==> src/rtl/coproc_result_gate.sv <==
// Commit-gated result path between a coprocessor and the core-side CV-X-IF result port.
// Optional direct load of committed results into the output register: COPROC_RESULT_GATE_BYPASS_EN.
module coproc_result_gate #(
  parameter int X_ID_WIDTH  = 4,
  parameter int X_RFW_WIDTH = 32,
  parameter int XLEN        = 32,
  parameter int DEPTH       = 4
) (
  input  logic                        clk_i,
  input  logic                        rst_ni,
  input  logic                        issue_valid,
  input  logic                        issue_ready,
  input  logic                        issue_resp_accept,
  input  logic                        issue_resp_writeback,
  input  logic [X_ID_WIDTH-1:0]       issue_req_id,
  input  logic                        commit_valid,
  input  logic [X_ID_WIDTH-1:0]       commit_id,
  input  logic                        commit_kill,
  input  logic                        cp_result_valid,
  output logic                        cp_result_ready,
  input  logic [X_ID_WIDTH-1:0]       cp_result_id,
  input  logic [X_RFW_WIDTH-1:0]      cp_result_data,
  input  logic [4:0]                  cp_result_rd,
  input  logic [X_RFW_WIDTH/XLEN-1:0] cp_result_we,
  input  logic                        cp_result_exc,
  input  logic [5:0]                  cp_result_exccode,
  output logic                        result_valid,
  input  logic                        result_ready,
  output logic [X_ID_WIDTH-1:0]       result_id,
  output logic [X_RFW_WIDTH-1:0]      result_data,
  output logic [4:0]                  result_rd,
  output logic [X_RFW_WIDTH/XLEN-1:0] result_we,
  output logic                        result_exc,
  output logic [5:0]                  result_exccode,
  output logic [X_ID_WIDTH:0]         pending_count,
  output logic                        err_o
);

  localparam int NUM_IDS = 2 ** X_ID_WIDTH;
  localparam int WE_W    = X_RFW_WIDTH / XLEN;
  localparam int AW      = $clog2(DEPTH);

  typedef enum logic [1:0] {
    ST_FREE      = 2'd0,
    ST_ISSUED    = 2'd1,
    ST_COMMITTED = 2'd2,
    ST_KILLED    = 2'd3
  } id_state_e;

  typedef struct packed {
    logic [X_ID_WIDTH-1:0]  id;
    logic [X_RFW_WIDTH-1:0] data;
    logic [4:0]             rd;
    logic [WE_W-1:0]        we;
    logic                   exc;
    logic [5:0]             exccode;
  } res_t;

  id_state_e           tbl_q [NUM_IDS];
  id_state_e           tbl_d [NUM_IDS];
  res_t                mem_q [DEPTH];
  res_t                mem_d [DEPTH];
  logic [AW:0]         wr_ptr_q, wr_ptr_d, rd_ptr_q, rd_ptr_d;
  logic                out_valid_q, out_valid_d;
  res_t                out_q, out_d;
  logic [X_ID_WIDTH:0] pending_q, pending_d;
  logic                err_q, err_d;

  res_t      cp_res_s, head_s, load_s;
  id_state_e head_st_s, in_st_s;
  logic      track_s, cp_wr_s, out_room_s, bypass_s, load_s_en, err_set_s;
  logic      fifo_full_s, fifo_empty_s;

  assign cp_res_s     = {cp_result_id, cp_result_data, cp_result_rd, cp_result_we,
                         cp_result_exc, cp_result_exccode};
  assign fifo_empty_s = (wr_ptr_q == rd_ptr_q);
  assign fifo_full_s  = (wr_ptr_q[AW-1:0] == rd_ptr_q[AW-1:0]) && (wr_ptr_q[AW] != rd_ptr_q[AW]);
  assign track_s      = issue_valid & issue_ready & issue_resp_accept & issue_resp_writeback;
  assign out_room_s   = ~out_valid_q | result_ready;
  assign cp_wr_s      = cp_result_valid & ~fifo_full_s;
  assign head_s       = mem_q[rd_ptr_q[AW-1:0]];

  // Next-state: ID table, FIFO, output register, pending count and error flag
  always_comb begin
    tbl_d       = tbl_q;
    mem_d       = mem_q;
    wr_ptr_d    = wr_ptr_q;
    rd_ptr_d    = rd_ptr_q;
    out_valid_d = out_valid_q;
    out_d       = out_q;
    err_set_s   = 1'b0;
    load_s_en   = 1'b0;
    load_s      = head_s;
    bypass_s    = 1'b0;
    pending_d   = '0;

    if (out_valid_q && result_ready) begin
      tbl_d[out_q.id] = ST_FREE;
      out_valid_d     = 1'b0;
    end else begin
      out_valid_d = out_valid_q;
    end

    if (track_s) begin
      err_set_s             = (tbl_d[issue_req_id] != ST_FREE);
      tbl_d[issue_req_id]   = ST_ISSUED;
    end else begin
      err_set_s = 1'b0;
    end

    // Commit sees the post-track state so a same-cycle track+commit resolves cleanly.
    if (commit_valid) begin
      if (tbl_d[commit_id] == ST_ISSUED) begin
        tbl_d[commit_id] = commit_kill ? ST_KILLED : ST_COMMITTED;
      end else begin
        err_set_s = 1'b1;
      end
    end else begin
      err_set_s = err_set_s;
    end

    head_st_s = tbl_d[head_s.id];
    in_st_s   = tbl_d[cp_result_id];

`ifdef COPROC_RESULT_GATE_BYPASS_EN
    bypass_s = fifo_empty_s & out_room_s &
               ((in_st_s == ST_COMMITTED) | (in_st_s == ST_KILLED));
`else
    bypass_s = 1'b0;
`endif

    if (cp_wr_s) begin
      if (in_st_s == ST_FREE) begin
        err_set_s = 1'b1;
      end else if (bypass_s) begin
        if (in_st_s == ST_COMMITTED) begin
          load_s_en = 1'b1;
          load_s    = cp_res_s;
        end else begin
          tbl_d[cp_result_id] = ST_FREE;
        end
      end else begin
        mem_d[wr_ptr_q[AW-1:0]] = cp_res_s;
        wr_ptr_d                = wr_ptr_q + {{AW{1'b0}}, 1'b1};
      end
    end else begin
      wr_ptr_d = wr_ptr_q;
    end

    // Head state already includes this cycle's commit, giving commit-to-valid latency of one.
    if (!fifo_empty_s) begin
      case (head_st_s)
        ST_KILLED: begin
          rd_ptr_d          = rd_ptr_q + {{AW{1'b0}}, 1'b1};
          tbl_d[head_s.id]  = ST_FREE;
        end
        ST_COMMITTED: begin
          if (out_room_s) begin
            rd_ptr_d  = rd_ptr_q + {{AW{1'b0}}, 1'b1};
            load_s_en = 1'b1;
            load_s    = head_s;
          end else begin
            rd_ptr_d = rd_ptr_q;
          end
        end
        default: rd_ptr_d = rd_ptr_q;
      endcase
    end else begin
      rd_ptr_d = rd_ptr_q;
    end

    if (load_s_en) begin
      out_valid_d = 1'b1;
      out_d       = load_s;
    end else begin
      out_d = out_q;
    end

    for (int i = 0; i < NUM_IDS; i++) begin
      pending_d = pending_d + {{X_ID_WIDTH{1'b0}}, (tbl_d[i] != ST_FREE)};
    end
    err_d = err_q | err_set_s;
  end

  // State registers
  always_ff @(posedge clk_i or negedge rst_ni) begin
    if (!rst_ni) begin
      for (int i = 0; i < NUM_IDS; i++) tbl_q[i] <= ST_FREE;
      for (int i = 0; i < DEPTH; i++) mem_q[i] <= '0;
      wr_ptr_q    <= '0;
      rd_ptr_q    <= '0;
      out_valid_q <= 1'b0;
      out_q       <= '0;
      pending_q   <= '0;
      err_q       <= 1'b0;
    end else begin
      tbl_q       <= tbl_d;
      mem_q       <= mem_d;
      wr_ptr_q    <= wr_ptr_d;
      rd_ptr_q    <= rd_ptr_d;
      out_valid_q <= out_valid_d;
      out_q       <= out_d;
      pending_q   <= pending_d;
      err_q       <= err_d;
    end
  end

  assign cp_result_ready = ~fifo_full_s;
  assign result_valid    = out_valid_q;
  assign result_id       = out_q.id;
  assign result_data     = out_q.data;
  assign result_rd       = out_q.rd;
  assign result_we       = out_q.we;
  assign result_exc      = out_q.exc;
  assign result_exccode  = out_q.exccode;
  assign pending_count   = pending_q;
  assign err_o           = err_q;

endmodule

==> config.mk <==
export PLATFORM = sky130hd
export DESIGN_NAME = coproc_result_gate
export DESIGN_NICKNAME = d
export VERILOG_FILES = /design/src/rtl/coproc_result_gate.sv
export SDC_FILE = /design/constraint.sdc
export NUM_CORES = 1
export LEC_CHECK = 0
export CAP_MARGIN = 20
export CORE_MARGIN = 3
export CORE_UTILIZATION = 40
export CTS_BUF_LIST = sky130_fd_sc_hd__clkbuf_16
export CTS_CLUSTER_DIAMETER = 30
export DETAILED_ROUTE_END_ITERATION = 16
export GPL_TIMING_DRIVEN = 0
export PLACE_DENSITY = 0.66
export SETUP_SLACK_MARGIN = 0.5
export SYNTH_ARGS = -nofsm -noshare
export SYNTH_HDL_FRONTEND = slang
export SYNTH_SLANG_ARGS = --single-unit
==> constraint.sdc <==
create_clock -name clk_i -period 7.7 [get_ports clk_i]
set_input_delay 1.155 -clock clk_i [delete_from_list [all_inputs] [get_ports clk_i]]
set_output_delay 1.155 -clock clk_i [all_outputs]
set_load 0.005 [all_outputs]
==> flow_summary.ini <==
[placement]
portBuffers = 119
dpl_worst_slack_ns = -0.757
hpwl_um = 29800
placedCellCount = 1726
gp_congestion = 0.957

[worst_setup_path]
path_max_fanout = 10
worstPathArrival_ns = 7.45
crit_type = in2reg
worst_setup_path_start_kind = input port
worstPathCellList = clkdlybuf4s50_1, buf_6, and2_1, clkbuf_4, o211ai_1, nand4_1, buf_6, o41ai_4, o221ai_1, or4_4, and3_4, clkbuf_4, a22o_1, fa_1, fa_1, inv_1, fa_1, inv_1, fa_1, inv_1, ha_1, fa_2, a21oi_2, nor2b_1
crit_path_start = commit_id[0]
ff2ff_setup_slack_ns = 1.22
critical-path-max-stage-delay_ns = 0.62
cp_num_buf_inv = 8
ff2ff_path_depth = 21
r2r-end = pending_count[4]$_DFF_PN0_
worstReg2RegStart = rd_ptr_q[1]$_DFFE_PN0P_
end_kind = flop
cp_top_family = adder cells
worst_ep_required_time_ns = 8.16
cp_common_cell = fa_1
worst_path_max_delay_cell = or4_4

[floorplan]
die-height_um = 199
dieArea_um2 = 39600
start_util_pct = 40.7
ios = 124
core_um2 = 36600
die_w_um = 199
fp-row-count = 70

[pwr]
pwr_density_cell_nw_per_um2 = 563
ir_worst_vdd_mv = 0.390
leakagePower_nw = 8.44

[grt]
antenna_found_initial = 3
grt_pass1_vias = 11136
grt_util_all_layers_pct = 21.5
grt_overflow = 0
grt_pass1_wl_um = 65300
grt_max_degree = 116

[layout]
drive_gt1_share_pct = 31.1
finish.net_count = 1440
antennaDiodeCount = 0
stdcell_count = 1873
fillers = 3108
area_growth_syn_to_layout_pct = 30.0

[timing]
setup_violations = 0
fin_crit_sh_pct = 90.7
layout_min_cycle_time_ns = 6.99
worst_pin_slew_ns = 0.981
fmax_ghz = 0.143
hold_viol_final = 0
setup_ws_ns = 0.713
slew_headroom_pct = 34.6
holdWs_ns = 0.479
drv_slew = 0
rsz0062_at_grt = false
finalClockSkew_ns = 0.0399
fin_setup_tns_ns = 0

[synth]
synth_edf_count = 0
syn-cell-area_um2 = 14900
async_reset_ff_share_pct = 100
yosysWarnings = 0
synth.avg_cell_area_um2 = 13.1
synthTopCellsByArea = dfrtp_1, mux2_2, mux4_2
synth_top_cell_by_area = dfrtp_1
yosys-top-cells-count = dfrtp_1, mux2_2, mux2_1
synth_nets = 1224
synth_cell_types = 80
yosysMostFrequentCell = dfrtp_1
syn_inst = 1137
ys_seq_elements = 290
yosys_most_used_dff = dfrtp_1
netlist.area_leader.share_pct = 48.7
yosysSeqAreaShare_pct = 48.7

[drt]
wl_per_cell_um = 22.5
drc_errors = 0
vias = 10679
drtIter0Drc = 811
routed_wl_um = 42200
drtPass1Iterations = 5
via_per_inst = 5.70
detail-route-antenna-nets = 0

[min_path]
min_to = mem_q[92]$_DFFE_PN0P_
hold_path_depth = 1
hold_class = reg2reg
min_from = mem_q[92]$_DFFE_PN0P_

[run]
drv_cap = 0

[cts]
numCtsBuffers = 66
clock_path_buffers = 3
h-tree-depth = 3
clk_pin_slew_ns = 0.04
numClockSinks = 290
root_buffer = clkbuf_16
cts_tree = yes
clock_latency_ns = 0.58

[status]
status = complete, no violations
[layout make-up]
class	instances	area [µm²]	area share, %
Multi-Input combinational cell	757	7280	37.6
Clock inverter	54	597	3.08
Tap cell	468	586	3.03
Inverter	19	71.3	0.369
Clock buffer	66	1650	8.53
Buffer	71	438	2.26
Timing Repair Buffer	148	1470	7.60
Sequential cell	290	7260	37.5
[registers in the layout (all words and copies together), names as in the netlist]
| name | count |
|---|---|
| result_data | 32 |
| wr_ptr_q | 3 |
| result_id | 4 |
| err_o | 1 |
| rd_ptr_q | 3 |
| result_rd | 5 |
| result_valid | 1 |
| tbl_q | 32 |
| pending_count | 5 |
| mem_q | 196 |
| result_we | 1 |
| result_exccode | 6 |
| result_exc | 1 |
[what timing repair did]
action	CTS	global route
gates resized for setup	18	32
endpoints found under the setup margin	5	4
pin swaps	7	15
buffers inserted	7	20
endpoints found under the hold margin	0	0
hold buffers	0	0
[cell usage in the layout (no fill, tap or decap), types with 6 or more instances in the layout]
cell / Yosys / routed
dfrtp_1: 290 / 290
mux2_2: 128 / 128
clkdlybuf4s50_1: 0 / 111
mux2_1: 71 / 71
clkbuf_16: 0 / 66
nand2_1: 55 / 55
mux4_2: 49 / 49
mux2_4: 49 / 49
nor2_1: 42 / 40
o21ai_0: 37 / 34
buf_4: 7 / 33
nand3_1: 29 / 29
a21oi_1: 30 / 28
o211ai_1: 26 / 26
inv_1: 17 / 26
clkbuf_1: 26 / 24
buf_2: 20 / 16
buf_6: 12 / 16
and2_1: 14 / 13
nand4_1: 13 / 13
clkinv_2: 0 / 13
nor2b_1: 13 / 12
clkinv_1: 1 / 10
nand2b_1: 10 / 10
nor3_1: 10 / 10
and3_1: 11 / 10
ha_1: 10 / 10
mux2i_1: 9 / 9
a31oi_1: 9 / 9
a22oi_1: 11 / 9
fa_1: 10 / 9
bufinv_16: 0 / 8
dlymetal6s2s_1: 0 / 7
o41ai_1: 7 / 6
buf_1: 6 / 6
[how the worst max path moves through the flow]
stage / depth (start not counted) / slack [ns] / to
detailed placement: 20 / -0.76 / pending_count[4]$_DFF_PN0_
finish: 24 / 0.71 / pending_count[4]$_DFF_PN0_
global placement: 1 / -6.98 / pending_count[1]$_DFF_PN0_
global route: 24 / 0.51 / pending_count[4]$_DFF_PN0_
CTS: 24 / 0.50 / pending_count[4]$_DFF_PN0_
floorplan: 22 / 0.94 / pending_count[4]$_DFF_PN0_
[power breakdown]
group	internal (mW)	switching, mW	total (mW)
clock	1.85	0.933	2.78
combinational	2.77	2.61	5.38
sequential	2.33	0.402	2.73
total	6.95	3.94	10.9
[logic make-up after synthesis]
logic type	count (synthesis)	synth area share [%]
compound gates	178	8.34
xor+xnor	10	0.588
fa+ha+maj	20	2.18
buf+inv	90	3.22
flops	290	48.7
mux	306	28.0
simple gates	243	8.93
[metal layers]
layer  global-route usage, %  up-vias  share of wire (%)
met5                       0        -              0.081
met4                    7.63        4                3.1
met3                    6.15       94                7.9
met2                    34.4      403                 48
met1                    28.0     5434                 41
li1                        -     4744                  -
[metrics by stage]
stage               power, mW  area (µm²)  utilization (%)
detailed placement       7.94       16700             45.7
CTS                      10.9       19100             52.2
global placement         7.79       16700             45.5
global route             11.6       19400             52.9
floorplan                6.42       14900                -
finish                   10.9       19400             52.9
Power figures use the tool's default switching activity.
